--- src/rtl/pixel_write_scheduler_pkg.sv ---
// rtl/pixel_write_scheduler_pkg.sv - shared constants, state encoding and helpers
// Purpose: screen geometry, coordinate/address widths, colour width and FSM
//          state encoding shared by the scheduler, its arbiter and its interface.
// Ports:   none (package).
package pixel_write_scheduler_pkg;

   localparam int NUM_REQ_DEF  = 2;
   localparam int SCREEN_W_DEF = 640;
   localparam int SCREEN_H_DEF = 480;
   localparam int XW_DEF       = 10;
   localparam int YW_DEF       = 9;
   localparam int AW_DEF       = 19;
   localparam int RGB_W        = 24;
   localparam int DROP_W       = 16;

   typedef enum logic [0:0] {
      ST_ARB   = 1'b0,
      ST_CLEAR = 1'b1
   } state_t;

   // Pointer width for a round-robin over n requesters; never zero bits.
   function automatic int ptr_width(input int n);
      return (n > 1) ? $clog2(n) : 1;
   endfunction

endpackage

--- src/rtl/pixel_write_scheduler_if.sv ---
// rtl/pixel_write_scheduler_if.sv - pixel request and framebuffer write bundle
// Purpose: groups the per-requester valid/ready/x/y/rgb lanes and the
//          framebuffer write port.
// Ports:   req_valid/req_x/req_y/req_rgb  producer -> scheduler (packed per requester)
//          req_ready                      scheduler -> producer (one-hot grant)
//          fb_we/fb_addr/fb_data          scheduler -> framebuffer
// Modports: master (producer/memory side), slave (scheduler side).
interface pixel_write_scheduler_if
   import pixel_write_scheduler_pkg::*;
#(
   parameter int NUM_REQ = NUM_REQ_DEF,
   parameter int XW      = XW_DEF,
   parameter int YW      = YW_DEF,
   parameter int AW      = AW_DEF
) ();

   logic [NUM_REQ-1:0]       req_valid;
   logic [NUM_REQ-1:0]       req_ready;
   logic [NUM_REQ*XW-1:0]    req_x;
   logic [NUM_REQ*YW-1:0]    req_y;
   logic [NUM_REQ*RGB_W-1:0] req_rgb;
   logic                     fb_we;
   logic [AW-1:0]            fb_addr;
   logic [RGB_W-1:0]         fb_data;

   modport master (
      output req_valid, req_x, req_y, req_rgb,
      input  req_ready, fb_we, fb_addr, fb_data
   );

   modport slave (
      input  req_valid, req_x, req_y, req_rgb,
      output req_ready, fb_we, fb_addr, fb_data
   );

endinterface

--- src/rtl/pixel_write_scheduler_rr_arbiter.sv ---
// rtl/pixel_write_scheduler_rr_arbiter.sv - round-robin one-hot grant generator
// Purpose: picks the first valid requester scanning from ptr upward (mod
//          NUM_REQ); a grant is an accept, so ptr moves past the winner.
// Ports:   clk, reset (sync, active high), enable (grant allowed this cycle),
//          valid[NUM_REQ] in, grant[NUM_REQ] one-hot out (combinational).
module pixel_write_scheduler_rr_arbiter
   import pixel_write_scheduler_pkg::*;
#(
   parameter int NUM_REQ = NUM_REQ_DEF
) (
   input  logic               clk,
   input  logic               reset,
   input  logic               enable,
   input  logic [NUM_REQ-1:0] valid,
   output logic [NUM_REQ-1:0] grant
);

   localparam int PW = ptr_width(NUM_REQ);

   logic [PW-1:0] ptr;
   logic [PW-1:0] ptr_nx;

   always_comb begin
      int  idx;
      int  nxt;
      logic found;
      grant  = '0;
      ptr_nx = ptr;
      found  = 1'b0;
      idx    = 0;
      nxt    = 0;
      for (int i = 0; i < NUM_REQ; i++) begin
         idx = int'(ptr) + i;
         if (idx >= NUM_REQ) idx = idx - NUM_REQ;
         if (!found && enable && valid[idx]) begin
            found      = 1'b1;
            grant[idx] = 1'b1;
            nxt        = idx + 1;
            if (nxt >= NUM_REQ) nxt = 0;
            ptr_nx     = PW'(nxt);
         end
      end
   end

   always_ff @(posedge clk) begin
      if (reset) ptr <= '0;
      else       ptr <= ptr_nx;
   end

endmodule

--- src/rtl/pixel_write_scheduler.sv ---
// rtl/pixel_write_scheduler.sv - shares one framebuffer write port among pixel producers
// Purpose: round-robin arbitration of NUM_REQ pixel producers, bounds check,
//          (x,y) -> y*SCREEN_W+x address, one registered write per cycle,
//          saturating count of out-of-range pixels. Optional full-screen clear
//          sweep when PIXEL_SCHED_CLEAR_EN is defined.
// Ports:   clk, reset (sync, active high)
//          bus         pixel_write_scheduler_if.slave (requests + framebuffer)
//          drop_count  saturating count of rejected pixels
//          busy        clear sweep in progress (tied 0 without PIXEL_SCHED_CLEAR_EN)
//          clear_start, clear_rgb  only with PIXEL_SCHED_CLEAR_EN
module pixel_write_scheduler
   import pixel_write_scheduler_pkg::*;
#(
   parameter int NUM_REQ  = NUM_REQ_DEF,
   parameter int SCREEN_W = SCREEN_W_DEF,
   parameter int SCREEN_H = SCREEN_H_DEF,
   parameter int XW       = XW_DEF,
   parameter int YW       = YW_DEF,
   parameter int AW       = AW_DEF
) (
   input  logic                  clk,
   input  logic                  reset,
   pixel_write_scheduler_if.slave bus,
   output logic [DROP_W-1:0]     drop_count,
   output logic                  busy
`ifdef PIXEL_SCHED_CLEAR_EN
   ,
   input  logic                  clear_start,
   input  logic [RGB_W-1:0]      clear_rgb
`endif
);

   logic [NUM_REQ-1:0] grant;
   logic               arb_en;
   logic               accept;
   logic               in_range;
   logic [XW-1:0]      sel_x;
   logic [YW-1:0]      sel_y;
   logic [RGB_W-1:0]   sel_rgb;
   logic [AW-1:0]      pix_addr;
   logic               fb_we_q;
   logic [AW-1:0]      fb_addr_q;
   logic [RGB_W-1:0]   fb_data_q;

`ifdef PIXEL_SCHED_CLEAR_EN
   localparam logic [AW-1:0] LAST_ADDR = AW'(SCREEN_W * SCREEN_H - 1);

   state_t           state;
   state_t           state_nx;
   logic [AW-1:0]    clr_addr;
   logic [RGB_W-1:0] clr_rgb_q;

   always_ff @(posedge clk) begin
      if (reset) state <= ST_ARB;
      else       state <= state_nx;
   end

   always_comb begin
      state_nx = state;
      case (state)
         ST_ARB:   if (clear_start) state_nx = ST_CLEAR;
         ST_CLEAR: if (clr_addr == LAST_ADDR) state_nx = ST_ARB;
         default:  state_nx = ST_ARB;
      endcase
   end

   // Sweep address restarts at 0 on every entry; colour is captured at start
   // so the caller may change clear_rgb while the sweep runs.
   always_ff @(posedge clk) begin
      if (reset) begin
         clr_addr  <= '0;
         clr_rgb_q <= '0;
      end else if (state == ST_ARB) begin
         clr_addr <= '0;
         if (clear_start) clr_rgb_q <= clear_rgb;
      end else begin
         clr_addr <= clr_addr + 1'b1;
      end
   end

   // A same-cycle clear_start wins over any pending request.
   assign arb_en = (state == ST_ARB) && !clear_start && !reset;
   assign busy   = (state == ST_CLEAR);
`else
   assign arb_en = !reset;
   assign busy   = 1'b0;
`endif

   pixel_write_scheduler_rr_arbiter #(.NUM_REQ(NUM_REQ)) u_arb (
      .clk    (clk),
      .reset  (reset),
      .enable (arb_en),
      .valid  (bus.req_valid),
      .grant  (grant)
   );

   assign bus.req_ready = grant;
   assign accept        = |grant;

   always_comb begin
      sel_x   = '0;
      sel_y   = '0;
      sel_rgb = '0;
      for (int i = 0; i < NUM_REQ; i++) begin
         if (grant[i]) begin
            sel_x   = bus.req_x[i*XW +: XW];
            sel_y   = bus.req_y[i*YW +: YW];
            sel_rgb = bus.req_rgb[i*RGB_W +: RGB_W];
         end
      end
   end

   assign in_range = (int'(sel_x) < SCREEN_W) && (int'(sel_y) < SCREEN_H);
   assign pix_addr = AW'(sel_y) * AW'(SCREEN_W) + AW'(sel_x);

   // fb_addr/fb_data only change on a write so the memory side sees stable
   // values while fb_we is low.
   always_ff @(posedge clk) begin
      if (reset) begin
         fb_we_q    <= 1'b0;
         fb_addr_q  <= '0;
         fb_data_q  <= '0;
         drop_count <= '0;
      end else begin
         fb_we_q <= 1'b0;
`ifdef PIXEL_SCHED_CLEAR_EN
         if (state == ST_CLEAR) begin
            fb_we_q   <= 1'b1;
            fb_addr_q <= clr_addr;
            fb_data_q <= clr_rgb_q;
         end else
`endif
         if (accept && in_range) begin
            fb_we_q   <= 1'b1;
            fb_addr_q <= pix_addr;
            fb_data_q <= sel_rgb;
         end
         if (accept && !in_range && (drop_count != '1))
            drop_count <= drop_count + 1'b1;
      end
   end

   assign bus.fb_we   = fb_we_q;
   assign bus.fb_addr = fb_addr_q;
   assign bus.fb_data = fb_data_q;

endmodule
--- src/flat_wrapper.sv ---
// flat-port wrapper written by rule: the top's interface ports become plain ports
module pixel_write_scheduler_flat import pixel_write_scheduler_pkg::*;
#(
   parameter int NUM_REQ  = NUM_REQ_DEF,
   parameter int SCREEN_W = SCREEN_W_DEF,
   parameter int SCREEN_H = SCREEN_H_DEF,
   parameter int XW       = XW_DEF,
   parameter int YW       = YW_DEF,
   parameter int AW       = AW_DEF
)
  (clk, reset, drop_count, busy, bus_req_valid, bus_req_x, bus_req_y, bus_req_rgb, bus_req_ready, bus_fb_we, bus_fb_addr, bus_fb_data);
  pixel_write_scheduler_if #(.NUM_REQ(NUM_REQ), .XW(XW), .YW(YW), .AW(AW)) bus_i ();
  input  logic clk;
  input  logic reset;
  output logic [DROP_W-1:0] drop_count;
  output logic busy;
  input wire logic [$bits(bus_i.req_valid)-1:0] bus_req_valid;
  input wire logic [$bits(bus_i.req_x)-1:0] bus_req_x;
  input wire logic [$bits(bus_i.req_y)-1:0] bus_req_y;
  input wire logic [$bits(bus_i.req_rgb)-1:0] bus_req_rgb;
  output wire logic [$bits(bus_i.req_ready)-1:0] bus_req_ready;
  output wire logic [$bits(bus_i.fb_we)-1:0] bus_fb_we;
  output wire logic [$bits(bus_i.fb_addr)-1:0] bus_fb_addr;
  output wire logic [$bits(bus_i.fb_data)-1:0] bus_fb_data;
  assign bus_i.req_valid = bus_req_valid;
  assign bus_i.req_x = bus_req_x;
  assign bus_i.req_y = bus_req_y;
  assign bus_i.req_rgb = bus_req_rgb;
  assign bus_req_ready = bus_i.req_ready;
  assign bus_fb_we = bus_i.fb_we;
  assign bus_fb_addr = bus_i.fb_addr;
  assign bus_fb_data = bus_i.fb_data;
  pixel_write_scheduler #(.NUM_REQ(NUM_REQ), .SCREEN_W(SCREEN_W), .SCREEN_H(SCREEN_H), .XW(XW), .YW(YW), .AW(AW)) u_core (.clk(clk), .reset(reset), .bus(bus_i), .drop_count(drop_count), .busy(busy));
endmodule
--- config.mk ---
export PLATFORM = sky130hd
export DESIGN_NAME = pixel_write_scheduler_flat
export DESIGN_NICKNAME = d
export VERILOG_FILES = /design/src/rtl/pixel_write_scheduler_pkg.sv /design/src/rtl/pixel_write_scheduler_if.sv /design/src/rtl/pixel_write_scheduler_rr_arbiter.sv /design/src/rtl/pixel_write_scheduler.sv /design/src/flat_wrapper.sv
export SDC_FILE = /design/constraint.sdc
export NUM_CORES = 1
export LEC_CHECK = 0
export BUFFER_PORTS_ARGS = -buffer_cell sky130_fd_sc_hd__buf_2
export CORE_ASPECT_RATIO = 0.8
export CORE_MARGIN = 4
export CORE_UTILIZATION = 52
export DETAILED_ROUTE_END_ITERATION = 16
export PLACE_DENSITY = 0.86
export RECOVER_POWER = 25
export SETUP_SLACK_MARGIN = 0.2
export SLEW_MARGIN = 20
export SYNTH_ARGS = -nofsm -noshare
export SYNTH_HDL_FRONTEND = slang
export SYNTH_SLANG_ARGS = --single-unit
--- constraint.sdc ---
create_clock -name clk -period 12.3 [get_ports clk]
set_input_delay 3.075 -clock clk [delete_from_list [all_inputs] [get_ports clk]]
set_output_delay 3.075 -clock clk [all_outputs]
set_load 0.01 [all_outputs]
==> results by group <==
Outcome
  • Status: finished clean

Worst setup path
  • CP Data Required Time: 9.22 ns
  • Setup CP Type: input pin to output pin
  • RR Startpoint: u_core.u_arb.ptr
  • Setup crit end kind: output pin
  • CP max FO: 66
  • Slack of the worst reg-to-reg path: 8.18 ns
  • WP data arrival: 4.64 ns
  • Critical path launch point type: input pin
  • Most common cell on crit path: buf_2
  • CP max stage delay: 0.68 ns
  • Worst reg2reg path endpoint: u_core.bus.fb_addr[17]
  • Critical path's slowest cell: buf_4
  • Crit-path cells: buf_2, buf_4, inv_1, and3_1, buf_2
  • Reg2reg path depth: 14

Routing
  • Via/cell ratio: 5.722
  • Final ANT Viol Nets: 0
  • First DRT Iteration DRCs: 150
  • Drt pass-1 iters: 5
  • Via count: 3525
  • Drt wl/cell: 15.18 um
  • DRC: 0
  • Final WL: 9351 um

Timing
  • Unrepaired setup endpoints after global routing: false
  • Final setup viols: 0
  • Hold WS: 0.4988 ns
  • Crit share post-route: 62.69%
  • Fmax achieved: 0.1297 GHz
  • Minimum clock period: 7.711 ns
  • Clock skew: 0.006067 ns
  • Final hold vios: 0
  • Max-slew violations: 0
  • Normalized max-slew margin: 29.25%
  • TNS Setup: 0 ns
  • Worst Tran Pin Value: 1.061 ns
  • Final worst slack: 4.589 ns

Clock tree
  • CTS Buffer Depth: 2
  • Root Driver: clkbuf_8
  • Clock Latency Late Sink: 0.33 ns
  • Hold buffers post-CTS: 0
  • CTS H-Tree Depth: 3
  • CTS tree: done
  • Post-cts resize count: 0
  • Clock Sinks: 61
  • Num CTS Buffers: 9
  • Post-CTS Repair Setup Buffers: 0
  • Reg clk slew, reported paths: 0.07 ns

Floorplanning
  • Die W: 101.8 um
  • Die Ht: 83.08 um
  • Initial Utilization: 53.42%
  • Die ar.: 8461 um^2
  • Rows: 27
  • IO Count: 153
  • Core area: 6858 um^2

Placed design
  • Port bufs: 151
  • Post-DP HPWL: 7001 um
  • Pre-CTS setup slack: 4.556 ns
  • GP Congestion: 0.8724
  • Area after DPL: 4383 um^2

Synth
  • YS warnings: 0
  • Seq/Total Area, Yosys: 33.33%
  • Cells after Synth: 389
  • Seq cells post-synth: 61
  • Netlist cell types: 57
  • Async SR Flop Fraction: 0%
  • Main flop type after synthesis: dfxtp_1
  • Post-Syn Area: 3664 um^2
  • Post-synth EDFFs: 0
  • Syn_area_per_cell: 9.418 um^2
  • Post-synth net total: 498

Flow run
  • Max_cap viols: 0

Worst hold path
  • WHS Endpoint: u_core.bus.fb_addr[11]
  • Worst hold path stage count: 2
  • Min-delay worst type: register to register
  • HP Start: u_core.bus.fb_addr[11]

Finish
  • Area delta synth->final: 24.69%
  • Design area: 4568 um^2
  • Number of antenna diodes: 0
  • Nets: 633
  • Filler cells: 603
  • Area of the multi-input gates: 2241 um^2
  • FF+latch area: 1221 um^2
  • Layout cells sized above 1: 36.11%

Power
  • Total power: 524.8 uW
  • PwrDens: 114.9 nW/um^2
  • Max VDD drop: 0.04520 mV
  • LEAKAGE: 0.001918 uW

Global route
  • Grt total ovfl: 0
  • Largest net degree at the start of global routing: 83
  • First-pass GRT wire length: 15010 um
  • Vias in the first global route: 3177
  • Initial antenna violation count: 0
  • Total global-route track usage: 21.59%
-- cells in the mapped netlist (3+ instances only) --
library cell	instances	area share, %
dfxtp_1	61	33
mux2i_1	5	1.4
clkbuf_1	14	1.4
nand2b_1	3	0.51
o31ai_1	7	1.4
and3_1	7	1.2
or4_1	11	2.3
a21oi_1	17	2.3
ha_1	17	5.8
o21ai_0	8	1.1
nand3_1	11	1.5
xor2_1	5	1.2
or3_1	3	0.51
nand4_1	3	0.51
o41ai_1	4	0.96
buf_1	3	0.31
a22o_1	5	1.2
nand2_1	10	1.0
a21o_1	4	0.82
buf_6	5	1.5
a211oi_2	35	12
a22oi_1	31	6.4
buf_4	5	1.0
a32oi_1	4	0.96
inv_1	5	0.51
xnor2_1	8	1.9
nor2_1	51	5.2
o311ai_0	4	0.96
buf_2	5	0.68
-- power by group --
| group | internal (uW) | total, uW | switching (uW) |
|---|---|---|---|
| Sequential | 210 | 216 | 6.42 |
| Clock | 115 | 197 | 82.0 |
| Combinational | 46.7 | 112 | 65.1 |
-- layout by cell type (no fill, tap or decap), types with 4 or more instances in the layout --
cell	n
nand3_1	11
dfxtp_1	61
a32oi_1	4
inv_1	5
a211oi_2	35
a22o_1	5
a21o_1	4
xnor2_1	8
nor2_1	51
buf_4	5
o21ai_0	8
and3_1	7
o41ai_1	4
mux2i_1	5
or4_1	11
a21oi_1	17
buf_2	122
a22oi_1	31
o311ai_0	4
xor2_1	5
ha_1	17
clkbuf_8	9
o31ai_1	7
nand2_1	10
clkbuf_1	29
-- layer usage --
metal	global-route usage, %	share of wire, %
met1	27.57	43
met2	36.70	49
met3	5.709	7.8
met4	4.172	0.58
met5	0	0
-- cell type report --
| type | instances | share of cell area [%] |
|---|---|---|
| flip-flops and latches | 61 | 26.73 |
| multi-input cells | 291 | 49.06 |
| inverters | 5 | 0.4108 |
| clock buffers | 9 | 2.712 |
| clock inverters | 7 | 2.136 |
| repair buffers | 156 | 16.57 |
| well taps | 87 | 2.383 |
-- registers in the layout, indices dropped and copies added, names as in the netlist --
register,flops
u_core.bus.fb_data,24
u_core.bus.fb_addr,19
u_core.drop_count,16
u_core.bus.fb_we,1
u_core.u_arb.ptr,1
-- cells by family (layout without fill, tap and decap cells) --
group           after synthesis  count (layout)  synth area share, %
compound gates              135             135                32.79
simple gates                116             116                16.29
flops                        61              61                33.33
buf+inv                      37             177                5.499
fa+ha+maj                    19              19                6.899
xor+xnor                     13              13                3.108
mux                           7               7                1.981
other cells                   1               1               0.1024
-- critical path, delay by kind of cell --
family / cells / cell delay [ns]
buffers and inverters: 4 / 1.25
AND/OR/NAND/NOR: 1 / 0.28
-- metrics by stage --
| step | instances | util (%) |
|---|---|---|
| after floorplan | 389 | - |
| after global placement | 600 | 63.91 |
| after detailed placement | 600 | 63.91 |
| after CTS | 616 | 67.14 |
| after global routing | 616 | 66.61 |
| final | 616 | 66.61 |
-- how the worst max path moves through the flow --
stage / start / to / cells after the start / slack, ns
2_1_floorplan: bus_req_valid[0] / bus_req_ready[0] / 4 / 5.10
3_3_place_gp: reset / bus_req_ready[1] / 5 / 4.60
3_5_place_dp: reset / u_core.bus.fb_addr[17] / 16 / 4.56
4_1_cts: reset / bus_req_ready[1] / 5 / 4.58
5_1_grt: reset / bus_req_ready[1] / 5 / 4.43
6_report: reset / bus_req_ready[1] / 5 / 4.59
(Power assumes the default switching activity.)
